===== src/rtl/riscv_mem_arbiter.sv =====
// riscv_mem_arbiter
// Shares one single-ported, fixed-latency word memory between the instruction
// fetch (I) port and the load/store data (D) port. One access is in flight at
// a time; the owning port gets a one-cycle done pulse with the read data.
//
// Ports:
//   clock, reset_n        rising-edge clock, asynchronous active-low reset
//   i_req/i_addr/i_kill   fetch request, byte address, taken-branch cancel
//   i_done/i_rdata        fetch completion pulse and instruction word
//   i_stall               i_req & ~i_done
//   d_req/d_we/d_addr/d_wdata  load/store request
//   d_done/d_rdata        data completion pulse and load data
//   d_stall               d_req & ~d_done
//   mem_en/mem_we/mem_addr/mem_wdata/mem_rdata  shared memory interface
//   busy                  arbiter is not idle
module riscv_mem_arbiter #(
  parameter int unsigned ADDR_W     = 10,
  parameter int unsigned MEM_LAT    = 2,
  parameter int unsigned STARVE_MAX = 4
) (
  input  logic              clock,
  input  logic              reset_n,
  input  logic              i_req,
  input  logic [31:0]       i_addr,
  input  logic              i_kill,
  output logic              i_done,
  output logic [31:0]       i_rdata,
  output logic              i_stall,
  input  logic              d_req,
  input  logic              d_we,
  input  logic [31:0]       d_addr,
  input  logic [31:0]       d_wdata,
  output logic              d_done,
  output logic [31:0]       d_rdata,
  output logic              d_stall,
  output logic              mem_en,
  output logic              mem_we,
  output logic [ADDR_W-1:0] mem_addr,
  output logic [31:0]       mem_wdata,
  input  logic [31:0]       mem_rdata,
  output logic              busy
);

  typedef enum logic [1:0] {IDLE, ACCESS, WAIT, DONE} state_t;
  typedef enum logic {OWN_D, OWN_I} owner_t;

  localparam logic [3:0] STARVE_LIM = 4'(STARVE_MAX);
  localparam logic [2:0] LAT_INIT   = 3'(MEM_LAT - 1);

  state_t              state, state_nxt;
  owner_t              owner;
  logic                kill;
  logic                we_q;
  logic [ADDR_W-1:0]   addr_q;
  logic [31:0]         wdata_q;
  logic [2:0]          lat_cnt;
  logic [3:0]          starve_cnt;

  logic                i_eff;
  logic                grant_i, grant_d;

  // Byte-offset and upper address bits are not used by a word memory.
  logic unused_addr_bits;
  assign unused_addr_bits = ^{i_addr[1:0], i_addr[31:ADDR_W+2],
                              d_addr[1:0], d_addr[31:ADDR_W+2]};

  assign i_eff = i_req & ~i_kill;

  always_comb begin
    state_nxt = state;
    grant_i   = 1'b0;
    grant_d   = 1'b0;
    case (state)
      IDLE: begin
        // D has priority unless I has lost STARVE_MAX arbitrations in a row.
        if (i_eff && (!d_req || starve_cnt == STARVE_LIM)) begin
          grant_i = 1'b1;
        end else if (d_req) begin
          grant_d = 1'b1;
        end
        if (grant_i || grant_d) state_nxt = ACCESS;
      end
      ACCESS:  state_nxt = (LAT_INIT == 3'd0) ? DONE : WAIT;
      WAIT:    if (lat_cnt == 3'd1) state_nxt = DONE;
      DONE:    state_nxt = IDLE;
      default: state_nxt = IDLE;
    endcase
  end

  always_ff @(posedge clock or negedge reset_n) begin
    if (!reset_n) begin
      state      <= IDLE;
      owner      <= OWN_D;
      kill       <= 1'b0;
      we_q       <= 1'b0;
      addr_q     <= '0;
      wdata_q    <= '0;
      lat_cnt    <= '0;
      starve_cnt <= '0;
    end else begin
      state <= state_nxt;

      if (state_nxt == IDLE) begin
        kill <= 1'b0;
      end else if (state != IDLE && owner == OWN_I && i_kill) begin
        kill <= 1'b1;
      end

      if (grant_i || grant_d) begin
        owner   <= grant_i ? OWN_I : OWN_D;
        we_q    <= grant_d & d_we;
        addr_q  <= grant_i ? i_addr[ADDR_W+1:2] : d_addr[ADDR_W+1:2];
        wdata_q <= d_wdata;
      end

      if (grant_i) begin
        starve_cnt <= '0;
      end else if (grant_d && i_eff && starve_cnt != STARVE_LIM) begin
        starve_cnt <= starve_cnt + 4'd1;
      end

      if (state == ACCESS) begin
        lat_cnt <= LAT_INIT;
      end else if (state == WAIT) begin
        lat_cnt <= lat_cnt - 3'd1;
      end
    end
  end

  assign mem_en    = (state == ACCESS);
  assign mem_we    = (state == ACCESS) & we_q;
  assign mem_addr  = addr_q;
  assign mem_wdata = wdata_q;
  assign busy      = (state != IDLE);

  // A kill arriving in the DONE cycle itself still suppresses the pulse.
  assign i_done  = (state == DONE) && (owner == OWN_I) && !kill && !i_kill;
  assign d_done  = (state == DONE) && (owner == OWN_D);
  assign i_rdata = i_done ? mem_rdata : '0;
  assign d_rdata = d_done ? mem_rdata : '0;
  assign i_stall = i_req & ~i_done;
  assign d_stall = d_req & ~d_done;

endmodule


===== config.mk =====
export PLATFORM = sky130hd
export DESIGN_NAME = riscv_mem_arbiter
export DESIGN_NICKNAME = d
export VERILOG_FILES = /design/src/rtl/riscv_mem_arbiter.sv
export SDC_FILE = /design/constraint.sdc
export NUM_CORES = 1
export LEC_CHECK = 0
export CORE_ASPECT_RATIO = 1.25
export CORE_MARGIN = 10
export CORE_UTILIZATION = 29
export DETAILED_ROUTE_END_ITERATION = 8
export GPL_ROUTABILITY_DRIVEN = 0
export PLACE_DENSITY = 0.78
export SKIP_CTS_REPAIR_TIMING = 1
export SYNTH_ARGS = -nofsm -noshare
export SYNTH_HDL_FRONTEND = slang
export SYNTH_SLANG_ARGS = --single-unit

===== constraint.sdc =====
create_clock -name clock -period 1.5 [get_ports clock]
set_input_delay 0.3 -clock clock [delete_from_list [all_inputs] [get_ports clock]]
set_output_delay 0.3 -clock clock [all_outputs]
set_load 0.02 [all_outputs]

Yosys cells after proc, flatten, opt, wreduce, memory -nomap -nowiden
Cells that the tools add are included.
{ "word_totals": {"ff_bits": 54, "latch_bits": 0, "ram_bits": 0, "rom_bits": 0, "input_bits": 134, "out_inout_bits": 113, "mem_count": 0} }
{ "op_classes": {"n_addsub": 2, "multipliers": 0, "n_div": 0, "n_lt_le_gt_ge": 0, "n_eq_ne": 6, "shifts": 0, "n_mux": 20, "bitwise_logic": 9, "reduce_logical": 21} }
{ "op_table": {"columns": ["op", "count"], "rows": [
  ["two-way mux 32 bit", 2],
  ["two-way mux 1 bit", 10],
  ["two-way mux 10 bit", 1],
  ["logical AND 1 bit", 9],
  ["two-way mux 4 bit", 2],
  ["one-hot mux 2 bit (4 select lines)", 1],
  ["nonzero test 2 bit", 4],
  ["two-way mux 3 bit", 2],
  ["bitwise AND 1 bit", 5],
  ["adder 4 x 1 -> 4 bit, second input constant", 1],
  ["equality test 2 bit, second input constant", 2],
  ["equality test 4 x 3 -> 1 bit, second input constant", 1],
  ["zero test 2 bit", 2],
  ["two-way mux 2 bit", 2],
  ["!= test 4 x 3 -> 1 bit, second input constant", 1],
  ["NOT 1 bit", 4],
  ["equality test 3 x 1 -> 1 bit, second input constant", 1],
  ["zero test 1 bit", 3],
  ["logical OR 1 bit", 3],
  ["subtractor 3 x 1 -> 3 bit, second input constant", 1],
  ["equality test 2 x 1 -> 1 bit, second input constant", 1]
]} }

Logic depth before layout (Yosys ltp)
Gate-level depths: netlist (run 1).
{ "depth": {"word_depth": 10, "ltp_mapped": 7} }

Worst setup path before layout (run 1)
OpenSTA, ideal clock, no wires.
{ "synth_timing": {"path_type": "flip-flop to output port", "start": "register state[0]", "end": "output i_rdata[22]", "t_arrival_ns": 1.441, "t_required_ns": 1.200, "setup_slack_ns": -0.241, "path_stages_with_launch": 6, "path_buffers": 1, "cell_sequence": "dfrtp_1 ha_1 nand2_1 nor3_2 clkbuf_1 and2_1"} }
{ "synth_between": {"elab_chain_len": 5} }
{ "synth_lines": {"columns": ["element", "line", "source"], "rows": [
  ["start: declaration", "50", "state_t state, state_nxt;"],
  ["start signal: assignment", "101", "state <= state_nxt;"],
  ["equality test 2 bit", "137", "assign i_done = (state == DONE) && (owner == OWN_I) && !kill && !i_kill;"],
  ["logical AND 1 bit (3 in series)", "137", null],
  ["named net i_done", "26", "output logic i_done,"],
  ["two-way mux 32 bit", "139", "assign i_rdata = i_done ? mem_rdata : '0;"],
  ["end: declaration", "27", "output logic [31:0] i_rdata,"]
]} }
The timed path passes the listed nets, and every way through them passes these cells.

Worst setup path after layout (run 1)
{ "layout_timing": {"start": "register state[0]", "end": "output i_rdata[26]"} }
{ "layout_between": {"elab_chain_len": 5} }
{ "layout_lines": {"columns": ["element", "line"], "rows": [
  ["equality test 2 bit", "137"],
  ["logical AND 1 bit (3 in series)", "137"],
  ["two-way mux 32 bit", "139"]
]} }
No other way between the ends.

==> reports/results.ini, run 1 <==
[worst_setup_path]
start_kind = flop
critPathTopFamily = flip-flops
end_kind = output port
critPathMaxStageDelay_ns = 0.38
critPathBufInv = 2
cp_cell_sequence = ha_1, nand2_1, nor3_4, buf_12, and2_2, buf_4
path_max_fanout = 34
arrival_ns = 1.54
worstSetupPathType = flop to output port
slowest_stage = dfrtp_1
startpoint = state[0]
cp.required_ns = 1.20
reg2reg_from = state[1]

[sta]
slew_violations = 0
finalClockSkew_ns = 0.00620
min_period_over_period = 1.22
hold_viol = 16
tns_ns = -33.73
timing.final.crit_period_ns = 1.84
fin_worst_hold_slack_ns = -0.00958
max_freq_ghz = 0.545
setup_violations = 157
fin_ws_ns = -0.335
rsz0062_at_grt = yes
worst_pin_slew_ns = 0.297
slew_headroom = 0.802

[synthesis]
synth_area_leaders = dfrtp_1 48%, and2_1 14%, mux2_1 13%
synthesis.area_um2 = 2820
synth_cell_types = 33
ys_seq_area_frac = 0.480
ys.flop_type = dfrtp_1
ys_warn_count = 0
ys_seq_elements = 54
synth_top_area_share = 0.480
netlist_instances = 248
synth_top_cell_by_area = dfrtp_1
synth.net_count = 391
synth-edff-count = 0
async_flop_share = 1.00
syn_avg_cell_area_um2 = 11.4

[final_layout]
final_core_util = 0.575
area_growth_pct = 95.1
nets = 622
stdcell_area_um2 = 5500
drive_gt1_frac = 0.385
diodes = 0
fillCellCount = 807
instances_no_fill = 606

[routing]
drc = 0
dr.pass1.iters = 4
postRouteAntennaNets = 0
wl_per_cell_um = 18.5
drt_wl_total_um = 11200
dr.first_iter.drc_count = 53
vias_per_cell = 4.47
vias = 2707

[place]
port_buffers = 202
placed_area_um2 = 5240
dp.cells = 591
preCtsSetupSlack_ns = -0.747
dp_hpwl_um = 8750

[pwr]
power.total_mw = 9.84
power.density_nw_per_um2 = 1790
leakagePower_nw = 2.64
ir_worst_vdd_v = 0.00114

[grt]
grtUsageTotal = 0.138
grt_pass1_wl_um = 15400
antenna_found_initial = 0
grt_max_degree = 55
first_global_vias = 2864
grt_overflow_total = 0

[clocking]
cts_buffer_depth = 2
root_buffer = clkbuf_16
cts_sinks = 54
htree_levels = 2
clock_latency_ns = 0.29
cts_tree = built
path_clk_slew_ns = 0.07
cts_made_buffers = 5

[floorplanning]
start_util = 0.295
dieArea_um2 = 14100
num_rows = 40
chipWidth_um = 108
fp.dieH_um = 130
core_um2 = 9560
io_pins = 247

[run]
cap_viol_max_count = 0

[min_path]
hold_class = input pin to async pin

[outcome]
violations = negative hold slack, negative setup slack
status = finished with violations

state kept, by name (all words and copies together) (netlist names):
signal	cells
kill	1
lat_cnt	3
mem_addr	10
mem_wdata	32
owner	1
starve_cnt	4
state	2
we_q	1
synth_stat cells, drive strengths merged, types with 3 or more instances:
master and n:
nand2b 12, nor2b 4, buf 6, ha 9
nor2 10, clkbuf 6, inv 9, nand2 8
and3 3, o221a 10, and2 65, o21ai 4
dfrtp 54, mux2 33
layout by cell type (no fill, tap or decap), drive strengths merged:
master,instances
a31oi,1
o22ai,1
o221a,10
buf,83
o21ai,4
nand3,2
ha,9
nand2b,12
nand2,8
mux2i,1
bufinv,1
mux2,33
xnor2,2
nor4,2
nand3b,1
o22a,1
nor3,2
clkbuf,28
nor2b,4
dlymetal6s2s,6
dfrtp,54
and2,65
a21o,1
and3,3
and3b,1
clkinvlp,1
clkdlybuf4s50,125
inv,9
nor2,10
layout make-up:
type                            count  area, um^2  area share
Clock buffer                        6         129      0.0235
Clock inverter                      2        37.5     0.00683
Inverter                            9        36.3     0.00660
Multi-Input combinational cell    173        1580       0.287
Sequential cell                    54        1350       0.246
Tap cell                          126         158      0.0287
Timing Repair Buffer              236        2200       0.401
power by group:
part           total (mW)  internal, mW  switching, mW
clock                1.31         0.789          0.519
combinational        5.99          3.23           2.76
sequential           2.54          2.16          0.379
total                9.84          6.18           3.66
layer usage:
metal  GRT usage  share of wire  wire length [um]  vias up
met5           0              0                 0        -
met1       0.148           0.40              4460     1248
met3      0.0750           0.14              1520        6
met2       0.234           0.46              5150      167
met4      0.0331         0.0081                91        0
li1            -              -                 -     1286
cell families (layout without fill, tap and decap cells):
group,after synthesis,count (layout),share of synthesized area
DFF,54,54,0.480
and+or+nand+nor,110,110,0.242
xor gates and xnor gates,2,2,0.00622
adders and majority gates,9,9,0.0400
muxes,34,34,0.135
AOI/OAI and AO/OA,18,18,0.0613
buffers and inverters,21,253,0.0355
worst paths after layout:
| path | depth (start not counted) | end | slack (ns) |
|---|---|---|---|
| max | 6 | i_rdata[26] | -0.34 |
| min | 2 | mem_wdata[3] | -0.01 |
| max reg2reg | 9 | mem_wdata[27] | -0.25 |
| min reg2reg | 1 | mem_wdata[9] | 0.49 |
| max in group asynchronous | 2 | starve_cnt[3] | 1.25 |
| min in group clock | 1 | mem_wdata[9] | 0.49 |
Power figures use the tool's default switching activity.
==> inputs of run 2 (changes only) <==
--- a/config.mk
+++ b/config.mk
@@ -7,2 +7,3 @@
 export LEC_CHECK = 0
+export ABC_CLOCK_PERIOD_IN_PS = 1500
 export CORE_ASPECT_RATIO = 1.25
--- a/constraint.sdc
+++ b/constraint.sdc
@@ -3,2 +3,2 @@
 set_output_delay 0.3 -clock clock [all_outputs]
-set_load 0.02 [all_outputs]
+set_load 0.05 [all_outputs]
==> run 2 against run 1 <==
The flow still finishes with violations (negative hold slack, negative setup slack). Sequential power grew 15%. Flip-flop and latch count unchanged. Routed wire length is 13% higher. Critical path depth increased by 1. Clock-buffer cell count is 1 lower. Sequential share of layout area shrank 5.4 points. Die area unchanged. Hold slack better by 0.0084 ns. Clock power is essentially flat.
==> reports/results.ini, run 2 (same netlist as run 1, synthesis figures left out) <==
[grt]
grt_max_degree = 55  ; unchanged
first_global_vias = 3157  ; +10%
grt_pass1_wl_um = 17600  ; +15%
grtUsageTotal = 0.159  ; +0.0202
grt_overflow_total = 0  ; unchanged
antenna_found_initial = 0  ; unchanged

[worst_setup_path]
cp_cell_sequence = ha_2, nand2_2, nor3_4, buf_4, buf_6, and2_4, buf_12
reg2reg_from = state[0]
path_max_fanout = 5  ; -85%
worstSetupPathType = flop to output port
reg2reg_to = mem_wdata[14]
cp.required_ns = 1.20  ; about the same
arrival_ns = 1.70  ; +0.16 ns
end_kind = output port
critPathBufInv = 3  ; +1
ff2ff_path_depth = 8  ; -1
slowest_stage = dfrtp_1
critPathTopFamily = simple AND/OR/NAND/NOR gates
start_kind = flop
rrSetupSlack_ns = -0.22  ; +0.03 ns
critPathMaxStageDelay_ns = 0.36  ; -0.02 ns

[clocking]
cts_sinks = 54  ; unchanged
clock_latency_ns = 0.29  ; about the same
path_clk_slew_ns = 0.07  ; about the same
cts_made_buffers = 5  ; unchanged
root_buffer = clkbuf_16
cts_tree = built
cts_buffer_depth = 2  ; unchanged
htree_levels = 2  ; unchanged

[pwr]
pwr-share-clk = 0.092  ; -0.041
power.density_nw_per_um2 = 2040  ; +14%
comb_power_share = 0.706  ; +0.097
leakagePower_nw = 3.15  ; +19%
switchingPower_mw = 6.17  ; +69%
power.total_mw = 14.4  ; +46%
internal-power_mw = 8.21  ; +33%
swShare = 0.429  ; +0.0573
ir_worst_vdd_v = 0.00156  ; +37%
pwr-share-seq = 0.202  ; -0.056

[sta]
fin_worst_hold_slack_ns = -0.00115  ; +0.00843 ns
slew_headroom = 0.738  ; -0.0644
hold_viol = 2  ; -14
finalClockSkew_ns = 0.00881  ; +0.00261 ns
fin_ws_ns = -0.501  ; -0.166 ns
slew_violations = 0  ; unchanged
min_period_over_period = 1.33  ; +0.110
worst_pin_slew_ns = 0.392  ; +0.0951 ns
rsz0062_at_grt = yes
setup_violations = 117  ; -25%
timing.final.crit_period_ns = 2.00  ; +0.166 ns
max_freq_ghz = 0.500  ; -8.3%

[routing]
dr.pass1.iters = 4  ; unchanged
drc = 0  ; unchanged
vias_per_cell = 4.60  ; +2.9%
wl_per_cell_um = 20.7  ; +12%
drt_wl_total_um = 12700  ; +13%
vias = 2827  ; +4.4%
postRouteAntennaNets = 0  ; unchanged
dr.first_iter.drc_count = 68  ; +28%

[run]
cap_viol_max_count = 0  ; unchanged

[outcome]
status = finished with violations
violations = negative hold slack, negative setup slack

[place]
preCtsSetupSlack_ns = -0.425  ; +0.323 ns
dp_hpwl_um = 9840  ; +12%
port_buffers = 202  ; unchanged

[floorplanning]
dieArea_um2 = 14100  ; unchanged
io_pins = 247  ; unchanged
num_rows = 40  ; unchanged
fp.dieH_um = 130  ; unchanged
core_um2 = 9560  ; unchanged
start_util = 0.295  ; unchanged
chipWidth_um = 108  ; unchanged

[final_layout]
final_common_cell = buf_12
nets = 631  ; +1.4%
drive_gt1_frac = 0.564  ; +0.179
fillCellCount = 609  ; -25%
diodes = 0  ; unchanged
area_growth_pct = 150
final_core_util = 0.736  ; +0.161
final_cell_mix = 116 x buf_12, 85 x clkdlybuf4s50_1, 65 x and2_4
largest_reg_flops = 32  ; unchanged

[min_path]
hold_class = input pin to async pin

[run 2: cell types whose count changed in the layout (fill, tap and decap cells not counted), moves of 20 or more]
| cell | previous run | this run |
|---|---|---|
| clkdlybuf4s50_1 | 125 | 85 |
| and2_1 | 36 | 0 |
| and2_2 | 28 | 0 |
| and2_4 | 1 | 65 |
| buf_4 | 60 | 23 |
| clkbuf_2 | 20 | 0 |
| buf_12 | 5 | 116 |
[run 2: metal layers]
| metal | GRT usage | part of all wire | vias to the layer above |
|---|---|---|---|
| met1 | 0.169 | 0.35 | 1351 |
| met4 | 0.0299 | 0.010 | 0 |
| met3 | 0.0868 | 0.14 | 8 |
| met2 | 0.271 | 0.50 | 163 |
| met5 | 0 | 0 | - |
| li1 | - | - | 1305 |
[run 2: area by class of cell]
class	count	area, um^2	share of cell area
well taps	126	158	0.0224
repair buffers	245	3610	0.514
clock inverters	3	43.8	0.00622
inverters	9	41.3	0.00587
clock buffers	5	125	0.0178
flip-flops and latches	54	1350	0.192
multi-input cells	173	1700	0.242
[run 2: metrics by stage]
stage / std cells / cell area, um^2 / TNS (ns)
after global routing: 615 / 7040 / -41.09
after CTS: 599 / 6650 / -33.81
after detailed placement: 591 / 6480 / -30.72
after global placement: 591 / 6480 / -27.45
after floorplan: 248 / 3050 / -4.77
final: 615 / 7040 / -32.44
[run 2: power groups by stage]
| stage | Combinational (mW) | Clock [mW] | Sequential [mW] |
|---|---|---|---|
| 4_1_cts | 9.29 | 1.36 | 2.89 |
| 5_1_grt | 10.6 | 1.41 | 2.99 |
| 6_report | 10.2 | 1.32 | 2.91 |
| 3_5_place_dp | 9.26 | 0 | 2.90 |
| 3_3_place_gp | 9.10 | 0 | 2.85 |
| 2_1_floorplan | 2.67 | 0 | 4.55 |
[run 2: worst max-delay path by stage]
stage | start | end | slack (ns) | cells after the start
6_report | state[0] | i_rdata[16] | -0.50 | 7
4_1_cts | state[1] | i_rdata[31] | -0.49 | 6
3_3_place_gp | i_kill | mem_wdata[8] | -0.38 | 5
2_1_floorplan | state[1] | mem_we | -0.20 | 3
5_1_grt | state[0] | i_rdata[22] | -0.59 | 7
3_5_place_dp | i_kill | mem_wdata[14] | -0.42 | 5
==> inputs of run 3 (changes only) <==
Settings changed: GPL_TIMING_DRIVEN set to 0, PLACE_DENSITY 0.78 to not set, PLACE_DENSITY_LB_ADDON set to 0.15.
==> run 3 against run 2 <==
The run still ends with negative hold slack, negative setup slack left. Global-route usage is 1.9 points lower. First-iteration DRC count is 10% higher. Flip-flop and latch count stayed put. Register-to-register slack worse by 0.04 ns. Design area is 12% lower. Utilization is 8.6 points lower. Die area stayed put. Routed wire length is 11% lower. Clock power is 11% lower. Hold slack worse by 0.023 ns. Via count is 2.4% lower. Clock-buffer cell count is 1 higher.
==> reports/results.ini, run 3 (same netlist as run 1, synthesis figures left out) <==
[worst_setup_path]
reg2reg_to = mem_addr[2]
worstSetupPathType = flop to output port
start_kind = flop
critPathBufInv = 3  ; unchanged
critPathTopFamily = simple AND/OR/NAND/NOR gates
path_max_fanout = 5  ; unchanged
arrival_ns = 1.75  ; +0.05 ns
cp_cell_sequence = ha_2, nand2_2, nor3_4, buf_6, clkbuf_16, and2_4, buf_8
reg2reg_from = starve_cnt[0]
ff2ff_path_depth = 8  ; unchanged
slowest_stage = dfrtp_1
critPathMaxStageDelay_ns = 0.37  ; about the same
cp.required_ns = 1.20  ; about the same
rrSetupSlack_ns = -0.26  ; -0.04 ns
end_kind = output port

[floorplanning]
start_util = 0.295  ; unchanged
io_pins = 247  ; unchanged
core_um2 = 9560  ; unchanged
chipWidth_um = 108  ; unchanged
fp.dieH_um = 130  ; unchanged
num_rows = 40  ; unchanged
dieArea_um2 = 14100  ; unchanged

[grt]
first_global_vias = 2840  ; -10%
grt_pass1_wl_um = 15600  ; -12%
grtUsageTotal = 0.139  ; -0.0192
grt_overflow_total = 0  ; unchanged
grt_max_degree = 34  ; -38%
antenna_found_initial = 2  ; +2

[pwr]
power.density_nw_per_um2 = 1890  ; -7.8%
ir_worst_vdd_v = 0.00157  ; +0.40%
leakagePower_nw = 3.09  ; -1.7%

[sta]
hold_viol = 21  ; +19
fin_worst_hold_slack_ns = -0.0241  ; -0.0230 ns
finalClockSkew_ns = 0.00477  ; -0.00404 ns
timing.final.crit_period_ns = 2.05  ; +0.0494 ns
slew_headroom = 0.638  ; -0.100
worst_pin_slew_ns = 0.543  ; +0.151 ns
tns_ns = -36.06  ; -3.61 ns
min_period_over_period = 1.37  ; +0.0329
rsz0062_at_grt = yes
fin_ws_ns = -0.550  ; -0.0494 ns
setup_violations = 118  ; +0.85%
max_freq_ghz = 0.488  ; -2.4%
slew_violations = 0  ; unchanged

[routing]
wl_per_cell_um = 18.5  ; -10%
drt_wl_total_um = 11300  ; -11%
dr.first_iter.drc_count = 75  ; +10%
dr.pass1.iters = 4  ; unchanged
vias = 2759  ; -2.4%
vias_per_cell = 4.50  ; -2.1%
postRouteAntennaNets = 0  ; unchanged
drc = 0  ; unchanged

[min_path]
hold_class = input pin to async pin

[clocking]
cts_tree = built
cts_buffer_depth = 2  ; unchanged
cts_made_buffers = 5  ; unchanged
clock_latency_ns = 0.29  ; about the same
root_buffer = clkbuf_16
cts_sinks = 54  ; unchanged
htree_levels = 2  ; unchanged
path_clk_slew_ns = 0.07  ; about the same

[outcome]
status = finished with violations
violations = negative hold slack, negative setup slack

[final_layout]
register_area_um2 = 1350  ; unchanged
multi_input_area_um2 = 1700  ; +0.15%
final_common_cell = clkdlybuf4s50_1
fillCellCount = 711  ; +17%
area_growth_pct = 121
final_cell_mix = 85 x clkdlybuf4s50_1, 63 x and2_4, 54 x dfrtp_1
largest_reg_flops = 32  ; unchanged
drive_gt1_frac = 0.457  ; -0.108
final_core_util = 0.650  ; -0.0863
nets = 628  ; -0.48%

[run]
cap_viol_max_count = 0  ; unchanged

[place]
port_buffers = 202  ; unchanged
dp_hpwl_um = 8630  ; -12%

## run 3: cell type report
| type | count | share of cell area |
|---|---|---|
| Clock inverter | 2 | 0.00201 |
| Antenna cell | 1 | 0.000403 |
| Inverter | 9 | 0.00584 |
| Clock buffer | 6 | 0.0224 |
| Sequential cell | 54 | 0.218 |
| Tap cell | 126 | 0.0254 |
| Buffer | 12 | 0.0270 |
| Multi-Input combinational cell | 174 | 0.274 |
| Timing Repair Buffer | 229 | 0.425 |
## run 3: worst register-to-register path, stage by stage (launching register included)
cell and delay, ns:
dfrtp_1 0.42, inv_1 0.08, ha_2 0.16, and3b_4 0.24
nand2b_4 0.16, nand3_4 0.09, buf_8 0.14, buf_12 0.12
o221a_1 0.24
## run 3: where the power goes
| group | switching [mW] | internal, mW |
|---|---|---|
| logic | 4.66 | 3.37 |
| clock network | 0.513 | 0.662 |
| registers | 0.353 | 2.16 |
| total | 5.52 | 6.19 |
## run 3: layer usage
layer / routed length [um] / part of all wire / GRT usage
met5: 13 / 0.0011 / 0
met4: 82 / 0.0072 / 0.0378
met3: 1570 / 0.14 / 0.0873
met2: 5160 / 0.46 / 0.217
met1: 4510 / 0.40 / 0.155
## run 3: stage by stage
step | cells | total power [mW] | instance area [um^2] | worst slack (ns)
floorplan | 248 | 7.22 | 3050 | -0.202
global placement | 576 | 9.56 | 5230 | -1.60
detailed placement | 577 | 9.64 | 5240 | -1.27
CTS | 585 | 10.9 | 5390 | -1.38
global route | 613 | 12.4 | 6210 | -0.668
finish | 613 | 11.7 | 6210 | -0.550
## run 3: worst max path at each step
stage,start,to,slack [ns],depth (start not counted)
global route,state[0],i_rdata[24],-0.67,7
floorplan,state[1],mem_we,-0.20,3
global placement,reset_n,mem_addr[3],-1.60,1
detailed placement,i_kill,i_rdata[4],-1.27,5
CTS,state[1],i_rdata[4],-1.38,6
finish,state[0],i_rdata[24],-0.55,7
